===== src/rtl/vga_controller.sv =====
// 640x480@60 VGA timing generator: 4-phase sub-pixel sequencer, pixel/line counters,
// and a capture/output pipeline that re-aligns pixel_generator's color with registered syncs.
module vga_controller #(
   parameter int unsigned H_VISIBLE = 640,
   parameter int unsigned H_FRONT   = 16,
   parameter int unsigned H_SYNC    = 96,
   parameter int unsigned H_BACK    = 48,
   parameter int unsigned V_VISIBLE = 480,
   parameter int unsigned V_FRONT   = 10,
   parameter int unsigned V_SYNC    = 2,
   parameter int unsigned V_BACK    = 33
) (
   input  logic       clk,
   input  logic       reset,
   input  logic       enable,
   input  logic [7:0] color,
   output logic [9:0] pixel_counter,
   output logic [9:0] line_counter,
   output logic [1:0] pixel_state,
   output logic [7:0] vga_color,
   output logic       hsync,
   output logic       vsync,
   output logic       visible,
   output logic       frame_tick
);

   localparam logic [9:0] H_LAST     = 10'(H_VISIBLE + H_FRONT + H_SYNC + H_BACK - 1);
   localparam logic [9:0] V_LAST     = 10'(V_VISIBLE + V_FRONT + V_SYNC + V_BACK - 1);
   localparam logic [9:0] H_VIS      = 10'(H_VISIBLE);
   localparam logic [9:0] V_VIS      = 10'(V_VISIBLE);
   localparam logic [9:0] HS_FIRST   = 10'(H_VISIBLE + H_FRONT);
   localparam logic [9:0] HS_LAST    = 10'(H_VISIBLE + H_FRONT + H_SYNC - 1);
   localparam logic [9:0] VS_FIRST   = 10'(V_VISIBLE + V_FRONT);
   localparam logic [9:0] VS_LAST    = 10'(V_VISIBLE + V_FRONT + V_SYNC - 1);

   typedef enum logic [1:0] {
      TEXT_FETCH  = 2'd0,
      GLYPH_FETCH = 2'd1,
      WAIT        = 2'd2,
      DRAW        = 2'd3
   } phase_t;

   phase_t     state;
   phase_t     state_next;
   logic [9:0] px_next;
   logic [9:0] ln_next;
   logic       frame_end;
   logic [9:0] cap_px;
   logic [9:0] cap_ln;
   logic       cap_valid;
   logic       vis_term;
   logic       hs_term;
   logic       vs_term;

   always_ff @(posedge clk or negedge reset) begin
      if (!reset) begin
         state <= TEXT_FETCH;
      end else begin
         state <= state_next;
      end
   end

   always_comb begin
      state_next = TEXT_FETCH;
      if (enable) begin
         case (state)
            TEXT_FETCH:  state_next = GLYPH_FETCH;
            GLYPH_FETCH: state_next = WAIT;
            WAIT:        state_next = DRAW;
            DRAW:        state_next = TEXT_FETCH;
            default:     state_next = TEXT_FETCH;
         endcase
      end
   end

   assign pixel_state = state;

   always_comb begin
      px_next   = pixel_counter;
      ln_next   = line_counter;
      frame_end = 1'b0;
      if (!enable) begin
         px_next = '0;
         ln_next = '0;
      end else if (state == DRAW) begin
         if (pixel_counter == H_LAST) begin
            px_next = '0;
            if (line_counter == V_LAST) begin
               ln_next   = '0;
               frame_end = 1'b1;
            end else begin
               ln_next = line_counter + 10'd1;
            end
         end else begin
            px_next = pixel_counter + 10'd1;
         end
      end
   end

   always_ff @(posedge clk or negedge reset) begin
      if (!reset) begin
         pixel_counter <= '0;
         line_counter  <= '0;
      end else begin
         pixel_counter <= px_next;
         line_counter  <= ln_next;
      end
   end

   // cap_valid keeps the output stage at reset values until a real capture exists,
   // so the first TEXT_FETCH edge after (re)start does not emit stale (0,0) data.
   always_ff @(posedge clk or negedge reset) begin
      if (!reset) begin
         cap_px    <= '0;
         cap_ln    <= '0;
         cap_valid <= 1'b0;
      end else if (!enable) begin
         cap_px    <= '0;
         cap_ln    <= '0;
         cap_valid <= 1'b0;
      end else if (state == DRAW) begin
         cap_px    <= pixel_counter;
         cap_ln    <= line_counter;
         cap_valid <= 1'b1;
      end
   end

   always_comb begin
      vis_term = (cap_px < H_VIS) && (cap_ln < V_VIS);
      hs_term  = !((cap_px >= HS_FIRST) && (cap_px <= HS_LAST));
      vs_term  = !((cap_ln >= VS_FIRST) && (cap_ln <= VS_LAST));
   end

   always_ff @(posedge clk or negedge reset) begin
      if (!reset) begin
         vga_color  <= '0;
         hsync      <= 1'b1;
         vsync      <= 1'b1;
         visible    <= 1'b0;
         frame_tick <= 1'b0;
      end else if (!enable) begin
         vga_color  <= '0;
         hsync      <= 1'b1;
         vsync      <= 1'b1;
         visible    <= 1'b0;
         frame_tick <= 1'b0;
      end else begin
         frame_tick <= frame_end;
         if (state == TEXT_FETCH && cap_valid) begin
            visible   <= vis_term;
            vga_color <= vis_term ? color : '0;
            hsync     <= hs_term;
            vsync     <= vs_term;
         end
      end
   end

endmodule


===== config.mk =====
export PLATFORM = sky130hd
export DESIGN_NAME = vga_controller
export DESIGN_NICKNAME = d
export VERILOG_FILES = /design/src/rtl/vga_controller.sv
export SDC_FILE = /design/constraint.sdc
export NUM_CORES = 1
export LEC_CHECK = 0
export CAP_MARGIN = 20
export CORE_ASPECT_RATIO = 1.2
export CORE_MARGIN = 3
export CORE_UTILIZATION = 51
export DETAILED_ROUTE_END_ITERATION = 10
export GPL_TIMING_DRIVEN = 0
export PLACE_DENSITY = 0.78
export SLEW_MARGIN = 20
export SYNTH_ARGS = -nofsm -noshare
export SYNTH_HDL_FRONTEND = slang
export SYNTH_SLANG_ARGS = --single-unit

===== constraint.sdc =====
create_clock -name clk -period 1.81 [get_ports clk]
set_input_delay 0.362 -clock clk [delete_from_list [all_inputs] [get_ports clk]]
set_output_delay 0.362 -clock clk [all_outputs]
set_load 0.02 [all_outputs]

Word level (Yosys, flattened, before mapping)
Index checks and enable logic that the tools add are counted.
{"block": "word_totals", "reg_bits": 55, "latch_bits": 0, "ram_bits": 0, "mem_bits_ro": 0, "in_bits": 11, "out_inout_bits": 34, "wordCells": 63, "n_memories": 0}
{"block": "classes", "addsub": 2, "multipliers": 0, "div_mod_pow": 0, "magnitude_cmp": 6, "eq_ne": 8, "n_shift": 0, "mux": 28, "bitwise_logic": 0, "reduce_logical": 8}
{"cell": "10-bit two-way mux", "n": 11}
{"cell": "8-bit two-way mux", "n": 3}
{"cell": "10-bit by 1-bit adder with 10-bit output, second input constant", "n": 2}
{"cell": "10-bit equality test, second input constant", "n": 2}
{"cell": "1-bit two-way mux", "n": 12}
{"cell": "10-bit greater-or-equal comparator, second input constant", "n": 1}
{"cell": "10-bit by 9-bit greater-or-equal comparator with 1-bit output, second input constant", "n": 1}
{"cell": "10-bit <= comparator, second input constant", "n": 1}
{"cell": "10-bit by 9-bit <= comparator with 1-bit output, second input constant", "n": 1}
{"cell": "10-bit less-than comparator, second input constant", "n": 1}
{"cell": "10-bit by 9-bit less-than comparator with 1-bit output, second input constant", "n": 1}
{"cell": "2-bit case mux with 4 select lines", "n": 1}
{"cell": "2-bit by 1-bit != test with 1-bit output, second input constant", "n": 3}
{"cell": "2-bit equality test, second input constant", "n": 2}
{"cell": "1-bit logical AND", "n": 4}
{"cell": "2-bit by 1-bit equality test with 1-bit output, second input constant", "n": 1}
{"cell": "1-bit logical NOT", "n": 2}
{"cell": "2-bit logical NOT", "n": 1}
{"cell": "2-bit two-way mux", "n": 1}
{"cell": "2-bit AND reduction", "n": 1}

Depth between registers and ports, before layout
Gate-level depths: netlist (run 1).
{"block": "logic_depth", "word_depth": 5, "ltp_mapped": 6, "mapped_depth_nobuf": 6}

Worst setup path before layout (run 1)
Ideal clock, no wire load.
{"block": "synth_timing", "kind": "flip-flop to flip-flop", "start": "reg pixel_counter[0]", "end": "reg line_counter[6]", "setup_time_ns": 0.077, "t_arrival_ns": 1.748, "required_time_ns": 1.733, "path_slack_ns": -0.016, "path_stages_with_launch": 6, "n_path_buf": 0, "period_less_slack_ns": 1.826, "cell_sequence": "dfrtp_1 > ha_1 > and4_4 > nand4_4 > or4_1 > o21ai_1"}
{"block": "synth_between", "elab_chain_len": 3}
{"item": "start: declaration", "line_no": "17", "rtl": "output logic [9:0] pixel_counter,"}
{"item": "start signal: assignment", "line_no": "105", "rtl": "pixel_counter <= px_next;"}
{"item": "10-bit equality test", "line_no": "86", "rtl": "if (pixel_counter == H_LAST) begin"}
{"item": "2-bit by 1-bit != test with 1-bit output (no line)"}
{"item": "2-bit AND reduction (no line)"}
{"item": "end signal: assignment", "line_no": "106", "rtl": "line_counter <= ln_next;"}
{"item": "end: declaration", "line_no": "18", "rtl": "output logic [9:0] line_counter,"}
Every way passes these cells.
A chain may end at the register's enable or synchronous reset.

Final worst setup path (run 1)
{"block": "layout_timing", "start": "reg pixel_counter[2]", "end": "out pixel_counter[2]"}
No word-level cell between the ends.

==> results of run 1 <==
==> worst max-delay path by stage <==
stage	startpoint	endpoint	cells after the start
after floorplan	pixel_counter[0]	line_counter[6]	5
after global placement	reset	pixel_counter[0]	1
after detailed placement	enable	vga_color[5]	5
after CTS	line_counter[1]	line_counter[5]	6
after global routing	line_counter[1]	line_counter[8]	6
final	pixel_counter[2]	pixel_counter[2]	1
==> timing repair <==
item                                    4_1_cts  5_1_grt
gates cloned                                  1        0
hold buffers                                  1        0
endpoints found under the setup margin       20       27
pin swaps                                     3        6
gates resized for setup                       7       28
setup buffers                                 4       12
hold endpoints to repair                     13        0
==> synth_stat cells, types with 5 or more instances <==
cell type / instances / area share (%)
a21oi_1: 5 / 1.0
a22o_1: 13 / 4.8
dfrtp_1: 48 / 50
ha_1: 7 / 3.7
inv_1: 8 / 1.3
mux2i_1: 15 / 6.3
nand2_1: 9 / 1.4
nand3_1: 7 / 1.5
nand4_1: 5 / 1.3
nor2_1: 30 / 4.7
o21ai_0: 9 / 1.9
==> sequential cells by signal (all words and copies together) (netlist names) <==
signal and count:
hsync 1, cap_ln 9, visible 1, frame_tick 1, cap_px 6, vsync 1, line_counter 10, pixel_state 2
cap_valid 1, vga_color 8, pixel_counter 10
==> layer usage <==
metal  wire [um]  vias up  global-route usage [%]
li1            -      931                       -
met1        2570      986                    28.8
met2        3070       57                    37.5
met5           0        -                       0
met4          51        0                    4.77
met3         252        6                    4.98
==> per-stage QoR <==
step                setup TNS, ns  power (mW)  hold WS [ns]
CTS                       -0.0115        2.24         0.476
floorplan                       0        1.40        0.0664
global route               -0.186        2.35         0.509
detailed placement          -6.77        1.57         0.298
finish                          0        2.24         0.474
global placement           -56.60        1.55         0.453
==> worst reg2reg max path, cell delays in order, from the launching register on <==
cell       delay [ns]
dfrtp_2          0.46
inv_1            0.08
ha_2             0.19
nand4bb_4        0.16
o31ai_4          0.36
o21ai_0          0.15
a22o_1           0.25
==> logic make-up (layout without fill, tap and decap cells) <==
kind of cell / count (synthesis) / count (layout) / synth area share [%]
multiplexers: 17 / 17 / 7.21
AO/OA/AOI/OAI: 37 / 38 / 11.5
XOR/XNOR: 6 / 6 / 2.19
adder cells (fa/ha/maj): 7 / 7 / 3.66
flip-flops: 50 / 50 / 52.3
buffers and inverters: 16 / 86 / 2.82
AND/OR/NAND/NOR: 86 / 86 / 20.3
==> power by group through the flow <==
stage	sequential (mW)	combinational, mW	clock, mW
after global placement	1.20	0.346	0
after CTS	1.18	0.382	0.678
after global routing	1.19	0.435	0.723
final	1.18	0.396	0.665
after floorplan	1.24	0.160	0
after detailed placement	1.21	0.368	0
==> layout by cell type, fill, tap and decap left out, types with 3 or more instances in the layout <==
cell type / count
dlymetal6s2s_1: 10
dfrtp_2: 7
and3_1: 3
buf_4: 16
clkdlybuf4s50_1: 30
ha_1: 5
nor3_1: 4
inv_1: 8
nand4_1: 5
nand2_1: 9
xor2_1: 4
buf_2: 3
a22o_1: 13
nand3_1: 7
clkbuf_8: 6
o21ai_0: 8
dfrtp_1: 41
or3_1: 3
dlygate4sd2_1: 3
nor2b_1: 4
a21oi_1: 4
mux2i_1: 15
nor2_1: 29
==> layout make-up <==
class,instances,area [um2]
repair buffers,62,634
multi-input cells,154,1150
inverters,9,33.8
well taps,56,70.1
clock inverters,1,5.00
flip-flops and latches,50,1260
plain buffers,7,40.0
clock buffers,7,86.3
fillers,298,1100
==> impl_metrics.tcl, run 1 <==
set metrics [dict create \
    synth-seq-area-share_pct 52.3 \
    antenna_found_initial 0 \
    place_ws_ns -0.624 \
    postLayoutCellArea_um2 3290 \
    p_int_mw 1.64 \
    cts_buffers 5 \
    postRouteAntennaNets 0 \
    arrival_ns 1.40 \
    rsz0062_at_grt "yes" \
    period_minus_slack_ns 1.76 \
    crit_buf_inv 1 \
    worstHoldStart "hsync" \
    area_delta_synth_final_pct 37.2 \
    r2r_slack_ns 0.05 \
    path_clk_slew_ns 0.09 \
    finalWorstSetupSlack_ns 0.0518 \
    syn_inst 219 \
    cts.htree.levels 2 \
    reg2reg_depth 6 \
    critPathKind "reg2out" \
    synth-edff-count 0 \
    grt_usage_pct 22.2 \
    clk_path_buf_depth 2 \
    seq_power_share_pct 52.7 \
    status "completed" \
    p_leak_nw 1.56 \
    synth-main-ff-cell "dfrtp_1" \
    drv_cap 0 \
    routabilityCongestion 0.774 \
    initial_core_util_pct 54.6 \
    cts_tree "done" \
    critPathRequiredTime_ns 1.45 \
    dp_cells 321 \
    hold_viol_final 0 \
    grt.overflow.total 0 \
    netlist_area_um2 2400 \
    max_slew_margin_pct 64.1 \
    dpl-instance-area_um2 2960 \
    ios 45 \
    r2r_end "line_counter[8]" \
    worstHoldPathCells 2 \
    worst_clock_skew_ns 0.00525 \
    drive_gt1_share_pct 20.3 \
    vias 1980 \
    setup_viol 0 \
    drtIter0Drc 132 \
    r2r-start "line_counter[0]" \
    fin_util_pct 74.8 \
    slowest_delay_ns 0.65 \
    yosys_warnings 0 \
    yosysUniqueCellTypes 49 \
    maxClockFrequency_mhz 569 \
    core_area_um2 4390 \
    die_y_um 81.1 \
    fp-row-count 26 \
    critPathLaunchType "register" \
    grt_pass1_wl_mm 9.28 \
    cts_sinks 50 \
    nets 307 \
    cpLargestDelayFamily "buffers and inverters" \
    cts_root_buffer "clkbuf_8" \
    dp_hpwl_mm 3.91 \
    syn-num-nets 237 \
    power_density_nw_per_um2 683 \
    instances_no_fill 346 \
    dr.pass1.iters 4 \
    drc 0 \
    switchingPower_mw 0.602 \
    ys_ff_latch 50 \
    comb_power_share_pct 17.6 \
    drt-total-wl_mm 5.94 \
    die_area_um2 5560 \
    tightest_slew_ns 0.539 \
    wl_per_cell_um 17.2 \
    path_cells "clkdlybuf4s50_1" \
    swShare_pct 26.8 \
    syn_avg_cell_area_um2 10.9 \
    grt_start_max_net_pins 20 \
    grt_pass1_vias 1913 \
    cp-end-kind "output pin" \
    vdd_drop_max_mv 0.440 \
    cpMaxStageDelayCell "clkdlybuf4s50_1" \
    via_per_inst 5.72 \
    whs_endpoint "hsync" \
    clock_latency_ns 0.30 \
    port_buffers 44 \
    drv_slew 0 \
    worstPathMaxFanout 6 \
    async_flop_share_pct 100 \
    hold_path_class "reg2reg" \
    die_x_um 68.6 \
    period_share_pct 97.1 \
    n_antenna_cell 0 \
    clkPwrFrac_pct 29.6 \
]
(Power assumes the default switching activity.)
==> inputs of run 2 (changes only) <==
- CORE_MARGIN: 3 -> 8
- SETUP_SLACK_MARGIN: unset -> 0.1
- SLEW_MARGIN: 20 -> 0
==> run 2 against run 1 <==
- count of clock-buffer cells in the layout is the same
- total power fell by 0.85%
- final area down 0.65%
- routed wire length decreased by 0.15%
- die area up 29%
- worst hold slack worse by 0.0098 ns
==> impl_metrics.tcl, run 2 (same netlist as run 1, synthesis figures left out) <==
set metrics [dict create \
    final_cell_mix "39 x dfrtp_1, 29 x nor2_1, 21 x buf_4, 21 x clkdlybuf4s50_1, 18 x dlygate4sd2_1" \
    final_common_cell "dfrtp_1" \
    drt-total-wl_mm 5.93 \
    dr.pass1.iters 4 \
    arrival_ns 1.93 \
    die_area_um2 7160 \
    port_buffers 44 \
    grt.overflow.total 0 \
    drtIter0Drc 97 \
    cts_tree "done" \
    hold_ws_ns 0.464 \
    worstPathMaxFanout 5 \
    core_area_um2 4560 \
    hold_path_class "in2async" \
    path_clk_slew_ns 0.09 \
    tightest_slew_ns 0.518 \
    grt_start_max_net_pins 42 \
    fp-row-count 27 \
    die_x_um 78.6 \
    cts_buffers 5 \
    finalWorstSetupSlack_ns 0.0689 \
    postRouteAntennaNets 0 \
    cp-endpoint "line_counter[8]" \
    ios 45 \
    clk_path_buf_depth 2 \
    place_ws_ns -0.613 \
    cp-startpoint "line_counter[0]" \
    swShare_pct 26.7 \
    critPathRequiredTime_ns 2.00 \
    reg2reg_depth 7 \
    nets 310 \
    vdd_drop_max_mv 0.570 \
    r2r_slack_ns 0.07 \
    grt_pass1_vias 1970 \
    vias 2012 \
    clkPwrFrac_pct 29.8 \
    fill_cells 353 \
    via_per_inst 5.73 \
    switchingPower_mw 0.594 \
    maxClockFrequency_mhz 574 \
    fin_tns_setup_ns 0 \
    seq_power_share_pct 53.2 \
    initial_core_util_pct 52.5 \
    r2r-start "line_counter[0]" \
    grt_pass1_wl_mm 9.56 \
    max_slew_margin_pct 65.4 \
    comb_power_share_pct 17.0 \
    cts_sinks 50 \
    grt_usage_pct 16.4 \
    top_regs "line_counter (10), pixel_counter (10), cap_ln (9)" \
    die_y_um 91.1 \
    p_int_mw 1.63 \
    drv_cap 0 \
    r2r_end "line_counter[8]" \
    drc 0 \
    power_density_nw_per_um2 682 \
    drv_slew 0 \
    period_share_pct 96.2 \
    setup_viol 0 \
    dp_hpwl_mm 3.93 \
    period_minus_slack_ns 1.74 \
    status "completed" \
    routabilityCongestion 0.798 \
    p_leak_nw 1.55 \
    area_delta_synth_final_pct 36.3 \
    p_total_mw 2.23 \
    critPathLaunchType "register" \
    n_antenna_cell 0 \
    critPathKind "reg2reg" \
    drive_gt1_share_pct 22.9 \
    wl_per_cell_um 16.9 \
    hold_viol_final 0 \
    worst_clock_skew_ns 0.00558 \
    antenna_found_initial 0 \
    clock_latency_ns 0.30 \
    cts_root_buffer "clkbuf_8" \
    cp-end-kind "register" \
    rsz0062_at_grt "yes" \
    fin_util_pct 71.6 \
    cts.htree.levels 2 \
]
run 2: metrics by stage:
step                std cells  instance area, um2
floorplan                 219                2410
global placement          321                2930
detailed placement        322                2940
CTS                       343                3150
global route              351                3270
finish                    351                3270
run 2: critical path, stage by stage (launching register included):
cell       delay, ns
dfrtp_2         0.45
inv_2           0.08
ha_4            0.13
nand4bb_1       0.13
buf_4           0.17
o31ai_4         0.32
o21ai_1         0.13
a22o_1          0.22
run 2: cell type report:
class	instances	area [um2]	area share [%]
clock buffer	7	86.3	2.64
inverter	9	33.8	1.03
tap	58	72.6	2.22
multi-input combinational	154	1160	35.7
timing repair buffer	65	596	18.2
sequential	50	1260	38.7
buffer	7	42.5	1.30
clock inverter	1	5.00	0.153
run 2: what timing repair did:
item	4_1_cts	5_1_grt
buffers inserted	11	8
pin swaps	8	12
gates cloned	1	0
resized for setup	30	20
endpoints found under the setup margin	40	25
endpoints found under the hold margin	9	0
hold buffers	1	0
run 2: per-layer routing:
layer / global-route usage, % / part of all wire (%) / up-vias
met1: 19.4 / 43 / 1006
li1: - / - / 938
met4: 6.50 / 1.3 / 0
met3: 5.13 / 5.1 / 9
met5: 0 / 0 / -
met2: 26.9 / 50 / 59
run 2: power groups by stage:
stage | Sequential [mW] | Clock, mW | Combinational, mW
6_report | 1.18 | 0.663 | 0.379
5_1_grt | 1.19 | 0.719 | 0.415
4_1_cts | 1.18 | 0.671 | 0.376
3_5_place_dp | 1.21 | 0 | 0.357
3_3_place_gp | 1.21 | 0 | 0.347
2_1_floorplan | 1.24 | 0 | 0.161
run 2: worst min path at each step:
stage | startpoint | endpoint | slack (ns) | depth (start not counted)
after floorplan | reset | cap_ln[1] | 0.07 | 0
after global placement | hsync | hsync | 0.45 | 2
after detailed placement | reset | vga_color[7] | 0.25 | 1
after CTS | reset | vga_color[7] | 0.45 | 2
after global routing | reset | vga_color[7] | 0.50 | 2
final | reset | vga_color[7] | 0.46 | 2
